$ cat src/rtl/decode_stage_pkg.sv
// Shared decode constants: opcode encodings, instruction field positions,
// immediate-type classification and opcode helpers.
package decode_stage_pkg;

  localparam logic [7:0] OP_NOP    = 8'h00;
  localparam logic [7:0] OP_LOAD   = 8'h03;
  localparam logic [7:0] OP_IMM    = 8'h13;
  localparam logic [7:0] OP_AUIPC  = 8'h17;
  localparam logic [7:0] OP_STORE  = 8'h23;
  localparam logic [7:0] OP_OP     = 8'h33;
  localparam logic [7:0] OP_LUI    = 8'h37;
  localparam logic [7:0] OP_BRANCH = 8'h63;
  localparam logic [7:0] OP_JALR   = 8'h67;
  localparam logic [7:0] OP_JAL    = 8'h6F;

  localparam logic [63:0] INSTR_NOP = 64'h0;

  localparam int unsigned OPCODE_LSB = 0;
  localparam int unsigned RD_LSB     = 8;
  localparam int unsigned FUNCT3_LSB = 13;
  localparam int unsigned RS1_LSB    = 16;
  localparam int unsigned RS2_LSB    = 21;
  localparam int unsigned IMM_LSB    = 32;

  typedef enum logic [1:0] {
    IMM_NONE,
    IMM_I,
    IMM_B,
    IMM_U
  } imm_type_e;

  function automatic imm_type_e imm_type(input logic [7:0] op);
    case (op)
      OP_IMM, OP_LOAD, OP_JALR, OP_STORE: return IMM_I;
      OP_BRANCH, OP_JAL:                  return IMM_B;
      OP_LUI, OP_AUIPC:                   return IMM_U;
      default:                            return IMM_NONE;
    endcase
  endfunction

  function automatic logic is_known_opcode(input logic [7:0] op);
    case (op)
      OP_NOP, OP_LOAD, OP_IMM, OP_AUIPC, OP_STORE,
      OP_OP, OP_LUI, OP_BRANCH, OP_JALR, OP_JAL: return 1'b1;
      default:                                   return 1'b0;
    endcase
  endfunction

endpackage

$ cat src/rtl/decode_stage_imm_gen.sv
// Combinational immediate generator: instruction word in, sign-extended /
// shifted immediate out, selected by opcode.
module decode_imm_gen
  import decode_stage_pkg::*;
#(
  parameter int unsigned XLEN = 64
) (
  input  logic [XLEN-1:0] i_instr,
  output logic [XLEN-1:0] o_imm
);

  logic [31:0]     w_src;
  logic [XLEN-1:0] w_sext;
  logic            w_unused;

  assign w_src    = i_instr[IMM_LSB +: 32];
  assign w_sext   = {{(XLEN-32){w_src[31]}}, w_src};
  assign w_unused = ^i_instr[IMM_LSB-1:8];

  always_comb begin
    o_imm = '0;
    case (imm_type(i_instr[OPCODE_LSB +: 8]))
      IMM_I:   o_imm = w_sext;
      IMM_B:   o_imm = w_sext << 1;
      IMM_U:   o_imm = {w_src, {(XLEN-32){1'b0}}};
      default: o_imm = '0;
    endcase
  end

endmodule

$ cat src/rtl/decode_stage.sv
// Decode stage: field split, register-file addressing, load-use hazard bubble.
// Optional illegal-opcode trap enabled by `define DECODE_ILLEGAL_TRAP_EN.
module decode_stage
  import decode_stage_pkg::*;
#(
  parameter int unsigned XLEN      = 64,
  parameter int unsigned REG_IDX_W = 5
) (
  input  logic                 clk,
  input  logic                 rst_n,
  input  logic                 stall_in,
  input  logic                 flush_in,
  input  logic [XLEN-1:0]      pc_in,
  input  logic [63:0]          instr_in,
  input  logic                 branch_predicted_taken_in,
  output logic                 stall_out,
  output logic [REG_IDX_W-1:0] rf_rs1_addr_out,
  output logic [REG_IDX_W-1:0] rf_rs2_addr_out,
  output logic                 valid_out,
  output logic [XLEN-1:0]      pc_out,
  output logic [7:0]           opcode_out,
  output logic [REG_IDX_W-1:0] rd_out,
  output logic [REG_IDX_W-1:0] rs1_out,
  output logic [REG_IDX_W-1:0] rs2_out,
  output logic [2:0]           funct3_out,
  output logic [XLEN-1:0]      imm_out,
  output logic                 is_load_out,
  output logic                 branch_predicted_taken_out,
  output logic                 illegal_out
);

  logic [7:0]           w_opcode;
  logic [REG_IDX_W-1:0] w_rd, w_rs1, w_rs2, w_rd_wb;
  logic [2:0]           w_funct3;
  logic [XLEN-1:0]      w_imm;
  logic                 w_uses_rs1, w_uses_rs2, w_hazard, w_illegal;
  logic                 w_unused;

  logic                 r_valid, r_is_load, r_pred, r_illegal;
  logic [XLEN-1:0]      r_pc, r_imm;
  logic [7:0]           r_opcode;
  logic [REG_IDX_W-1:0] r_rd, r_rs1, r_rs2;
  logic [2:0]           r_funct3;

  assign w_opcode = instr_in[OPCODE_LSB +: 8];
  assign w_rd     = instr_in[RD_LSB +: REG_IDX_W];
  assign w_funct3 = instr_in[FUNCT3_LSB +: 3];
  assign w_rs1    = instr_in[RS1_LSB +: REG_IDX_W];
  assign w_rs2    = instr_in[RS2_LSB +: REG_IDX_W];
  assign w_unused = ^instr_in[IMM_LSB-1:RS2_LSB+REG_IDX_W];

  decode_imm_gen #(.XLEN(XLEN)) u_imm_gen (
    .i_instr (instr_in),
    .o_imm   (w_imm)
  );

  assign w_uses_rs1 = !(w_opcode == OP_LUI || w_opcode == OP_AUIPC || w_opcode == OP_JAL);
  assign w_uses_rs2 = (w_opcode == OP_OP || w_opcode == OP_STORE || w_opcode == OP_BRANCH);

  // Compare against what was last issued; a flushed instruction never stalls.
  assign w_hazard = r_valid && r_is_load && (r_rd != '0) && !flush_in &&
                    ((w_uses_rs1 && (w_rs1 == r_rd)) || (w_uses_rs2 && (w_rs2 == r_rd)));

  assign stall_out       = stall_in | w_hazard;
  assign rf_rs1_addr_out = w_rs1;
  assign rf_rs2_addr_out = w_rs2;

`ifdef DECODE_ILLEGAL_TRAP_EN
  assign w_illegal = !is_known_opcode(w_opcode);
`else
  assign w_illegal = 1'b0;
`endif
  assign w_rd_wb = w_illegal ? '0 : w_rd;

  always_ff @(posedge clk or negedge rst_n) begin
    if (!rst_n) begin
      r_valid   <= 1'b0;
      r_pc      <= '0;
      r_opcode  <= INSTR_NOP[7:0];
      r_rd      <= '0;
      r_rs1     <= '0;
      r_rs2     <= '0;
      r_funct3  <= '0;
      r_imm     <= '0;
      r_is_load <= 1'b0;
      r_pred    <= 1'b0;
      r_illegal <= 1'b0;
    end else if (!stall_in) begin
      if (flush_in || w_hazard) begin
        r_valid   <= 1'b0;
        r_pc      <= '0;
        r_opcode  <= OP_NOP;
        r_rd      <= '0;
        r_rs1     <= '0;
        r_rs2     <= '0;
        r_funct3  <= '0;
        r_imm     <= '0;
        r_is_load <= 1'b0;
        r_pred    <= 1'b0;
        r_illegal <= 1'b0;
      end else begin
        r_valid   <= (instr_in != INSTR_NOP);
        r_pc      <= pc_in;
        r_opcode  <= w_opcode;
        r_rd      <= w_rd_wb;
        r_rs1     <= w_rs1;
        r_rs2     <= w_rs2;
        r_funct3  <= w_funct3;
        r_imm     <= w_imm;
        r_is_load <= (w_opcode == OP_LOAD);
        r_pred    <= branch_predicted_taken_in;
        r_illegal <= w_illegal;
      end
    end
  end

  assign valid_out                  = r_valid;
  assign pc_out                     = r_pc;
  assign opcode_out                 = r_opcode;
  assign rd_out                     = r_rd;
  assign rs1_out                    = r_rs1;
  assign rs2_out                    = r_rs2;
  assign funct3_out                 = r_funct3;
  assign imm_out                    = r_imm;
  assign is_load_out                = r_is_load;
  assign branch_predicted_taken_out = r_pred;
  assign illegal_out                = r_illegal;

endmodule

$ cat config.mk
export PLATFORM = sky130hd
export DESIGN_NAME = decode_stage
export DESIGN_NICKNAME = d
export VERILOG_FILES = /design/src/rtl/decode_stage_pkg.sv /design/src/rtl/decode_stage_imm_gen.sv /design/src/rtl/decode_stage.sv
export SDC_FILE = /design/constraint.sdc
export NUM_CORES = 1
export LEC_CHECK = 0
export ABC_CLOCK_PERIOD_IN_PS = 2700
export CELL_PAD_IN_SITES_DETAIL_PLACEMENT = 1
export CELL_PAD_IN_SITES_GLOBAL_PLACEMENT = 1
export CORE_MARGIN = 2
export CORE_UTILIZATION = 32
export CTS_CLUSTER_SIZE = 12
export DETAILED_ROUTE_END_ITERATION = 10
export PLACE_DENSITY = 0.86
export SYNTH_ARGS = -nofsm -noshare
export SYNTH_HDL_FRONTEND = slang
export SYNTH_SLANG_ARGS = --single-unit
$ cat constraint.sdc
create_clock -name clk -period 2.7 [get_ports clk]
set_clock_uncertainty 0.1 [all_clocks]
set_input_delay 0.675 -clock clk [delete_from_list [all_inputs] [get_ports clk]]
set_output_delay 0.675 -clock clk [all_outputs]
set_load 0.005 [all_outputs]
==> results by group <==
Run status
  • Status: finished, violations left
  • Failing checks: setup timing

Floorplan
  • Core area: 20,900 um2
  • Std cell rows: 53
  • Full die area: 22,300 um2
  • Die H: 149 um
  • Initial core utilization: 0.323
  • Die width: 149 um
  • Io pins: 302

Global routing
  • GRT Total Usage: 0.234
  • Largest net degree at the start of global routing: 158
  • Most heavily used metal layer in global routing: met2
  • Number of global-route vias before repair: 6,696
  • M1 GR Usage: 0.290
  • GRT met2 Usage: 0.396
  • GR Util met3: 0.0670
  • Global-route wire length before repair: 39.8 mm
  • Grt ovf: 0
  • Initial antenna violation count: 0

Cells and area
  • Final Instance Area: 10,900 um2
  • Most common cell after layout, fill and taps aside: clkdlybuf4s50_1
  • Most frequent cells in the layout: clkdlybuf4s50_1, dfrtp_1, nand2_1
  • Area occupied by multi-input gates: 2490 um2
  • P&R area growth vs syn: 62.0%
  • Share of layout cells above drive strength 1: 0.123
  • Register area: 3930 um2
  • Nets@finish: 1,031
  • Fill count: 2,215
  • Non-Filler Instances: 1,186
  • Final core utilization: 0.524
  • Antenna cells: 0

Min path
  • HP Class: in2async

Synthesis
  • Async SR Flop Fraction: 1.00
  • Mapped Cells: 585
  • Synthesized flop and latch total: 157
  • Yosys warns: 0
  • Mean Syn Cell Area: 11.5 um2
  • Synth Cell Area: 6750 um2
  • Unique masters post-synth: 41
  • Syn_nets: 718
  • Post-synth EDFFs: 0
  • Ys flop type: dfrtp_1
  • Sequential-to-total area share from yosys stat: 0.582

Place
  • # port buffers: 300
  • Placed cell count: 1,151
  • Hpwl dp: 19.0 mm
  • Dpl cell area: 10,200 um2
  • Placer congestion estimate: 0.813

Drt
  • Vias per cell: 5.35
  • Antenna viol nets, final: 0
  • DRC viols: 0
  • First DRT Iteration DRCs: 246
  • Via count: 6,342
  • Routed WL: 26.3 mm
  • First-pass iteration count of the detailed router: 4
  • Routed wire per std cell: 22.2 um

STA
  • Unrepaired setup endpoints after global routing: true
  • Hold Violations, Final: 0
  • Final setup vio count: 1
  • Rel. slew slack: 0.517
  • Max Slew Vio Count: 0
  • Slew at the pin closest to its max-slew limit: 0.724 ns
  • Hold Slack: 0.103 ns
  • Max frequency: 343 MHz
  • Final Cycle Share: 1.08
  • Final WS setup: -0.217 ns
  • Shortest period the worst path allows: 2.92 ns

Setup path
  • CP endpoint kind: primary output
  • CP required: 1.92 ns
  • Critical path class: in2out
  • Crit-path leading delay family: buffers and inverters
  • Slowest stage cell, crit path: clkdlybuf4s50_1
  • Crit path DAT: 2.14 ns
  • Max stage delay on crit path: 0.48 ns
  • Critical path cell sequence: clkdlybuf4s50_1 -> and4b_1 -> o211a_4 -> nor4_4 -> or3_1 -> buf_2
  • Critical Path Start: instr_in[5]
  • CP bufs+invs: 2
  • Reg2reg start: rd_out[0]
  • Startpoint types: primary input
  • Crit-path max FO: 2

Clock network
  • CTS H-tree depth: 4
  • Clk pin slew, worst setup/hold paths: 0.07 ns
  • Total CTS buffers: 17
  • Worst-Skew Late Latency: 0.41 ns
  • CTS tree: done
  • Clock root cell: clkbuf_16
  • Num Clock Sinks: 157
  • Max clock buf depth: 2

Power and ir drop
  • Worst vdd ir: 395 uV
  • Total Power: 5920 uW
  • PD cells: 541 nW/um2
  • Leakage power figure: 0.00478 uW

Run
  • Max cap viols: 0
-- cell usage after synthesis (2+ instances only) --
| master | count | area share |
|---|---|---|
| dfrtp_1 | 157 | 0.58 |
| nand2_1 | 102 | 0.057 |
| a22o_1 | 91 | 0.12 |
| clkbuf_1 | 36 | 0.020 |
| o21ai_0 | 34 | 0.025 |
| a32o_1 | 33 | 0.049 |
| a22oi_1 | 30 | 0.033 |
| nor4_1 | 16 | 0.015 |
| buf_4 | 12 | 0.013 |
| xnor2_1 | 10 | 0.013 |
| buf_2 | 9 | 0.0067 |
| buf_8 | 9 | 0.020 |
| nor2_1 | 5 | 0.0028 |
| nand4_1 | 4 | 0.0037 |
| nand3_1 | 3 | 0.0022 |
| nor3_1 | 3 | 0.0022 |
| a211oi_1 | 2 | 0.0022 |
| and3b_1 | 2 | 0.0026 |
| and4_1 | 2 | 0.0026 |
| and4b_1 | 2 | 0.0030 |
| o31ai_1 | 2 | 0.0022 |
| or3_1 | 2 | 0.0019 |
-- power breakdown --
| part | internal, uW | switching [uW] |
|---|---|---|
| registers | 2460 | 69.3 |
| logic | 541 | 390 |
| clock network | 1390 | 1070 |
| total | 4390 | 1530 |
-- through the flow --
stage	setup TNS, ns	worst slack, ns
after floorplan	0	0.235
after global placement	-31.29	-0.766
after detailed placement	-45.83	-0.959
after CTS	-0.258	-0.258
after global routing	-0.284	-0.281
final	-0.217	-0.217
-- routing by layer --
metal / up-vias / share of wire
met4: 0 / 0.022
met5: - / 0
met1: 3231 / 0.40
met2: 266 / 0.50
met3: 33 / 0.080
li1: 2812 / -
-- logic make-up after synthesis --
group | Yosys count | synth area share
compound gates | 199 | 0.239
xor+xnor | 10 | 0.0130
buf+inv | 68 | 0.0623
flops | 157 | 0.582
mux | 1 | 0.00148
other cells | 1 | 0.000555
simple gates | 149 | 0.102
-- flip-flops by register name (all words and copies together) (netlist names) --
signal	cells
branch_predicted_taken_out	1
funct3_out	3
imm_out	64
is_load_out	1
opcode_out	8
pc_out	64
rd_out	5
rs1_out	5
rs2_out	5
valid_out	1
-- worst paths after layout --
check / slack (ns) / depth (start not counted) / to
min reg2reg: 0.38 / 2 / imm_out[25]
min in group clk: 0.38 / 2 / imm_out[25]
min: 0.10 / 1 / pc_out[59]
max in group asynchronous: 1.72 / 2 / opcode_out[2]
max reg2reg: 0.40 / 7 / pc_out[59]
max: -0.22 / 6 / stall_out
-- layout make-up --
| class | count | share of cell area |
|---|---|---|
| well taps | 275 | 0.0315 |
| inverters | 1 | 0.000343 |
| clock buffers | 17 | 0.0389 |
| multi-input cells | 360 | 0.228 |
| repair buffers | 361 | 0.326 |
| clock inverters | 15 | 0.0160 |
| flip-flops and latches | 157 | 0.359 |
-- timing repair --
action,CTS,global route
setup endpoints to repair,3,2
hold buffers,0,0
buffers inserted,1,2
pin swaps,4,4
gates resized for setup,17,8
(Power assumes the default switching activity.)
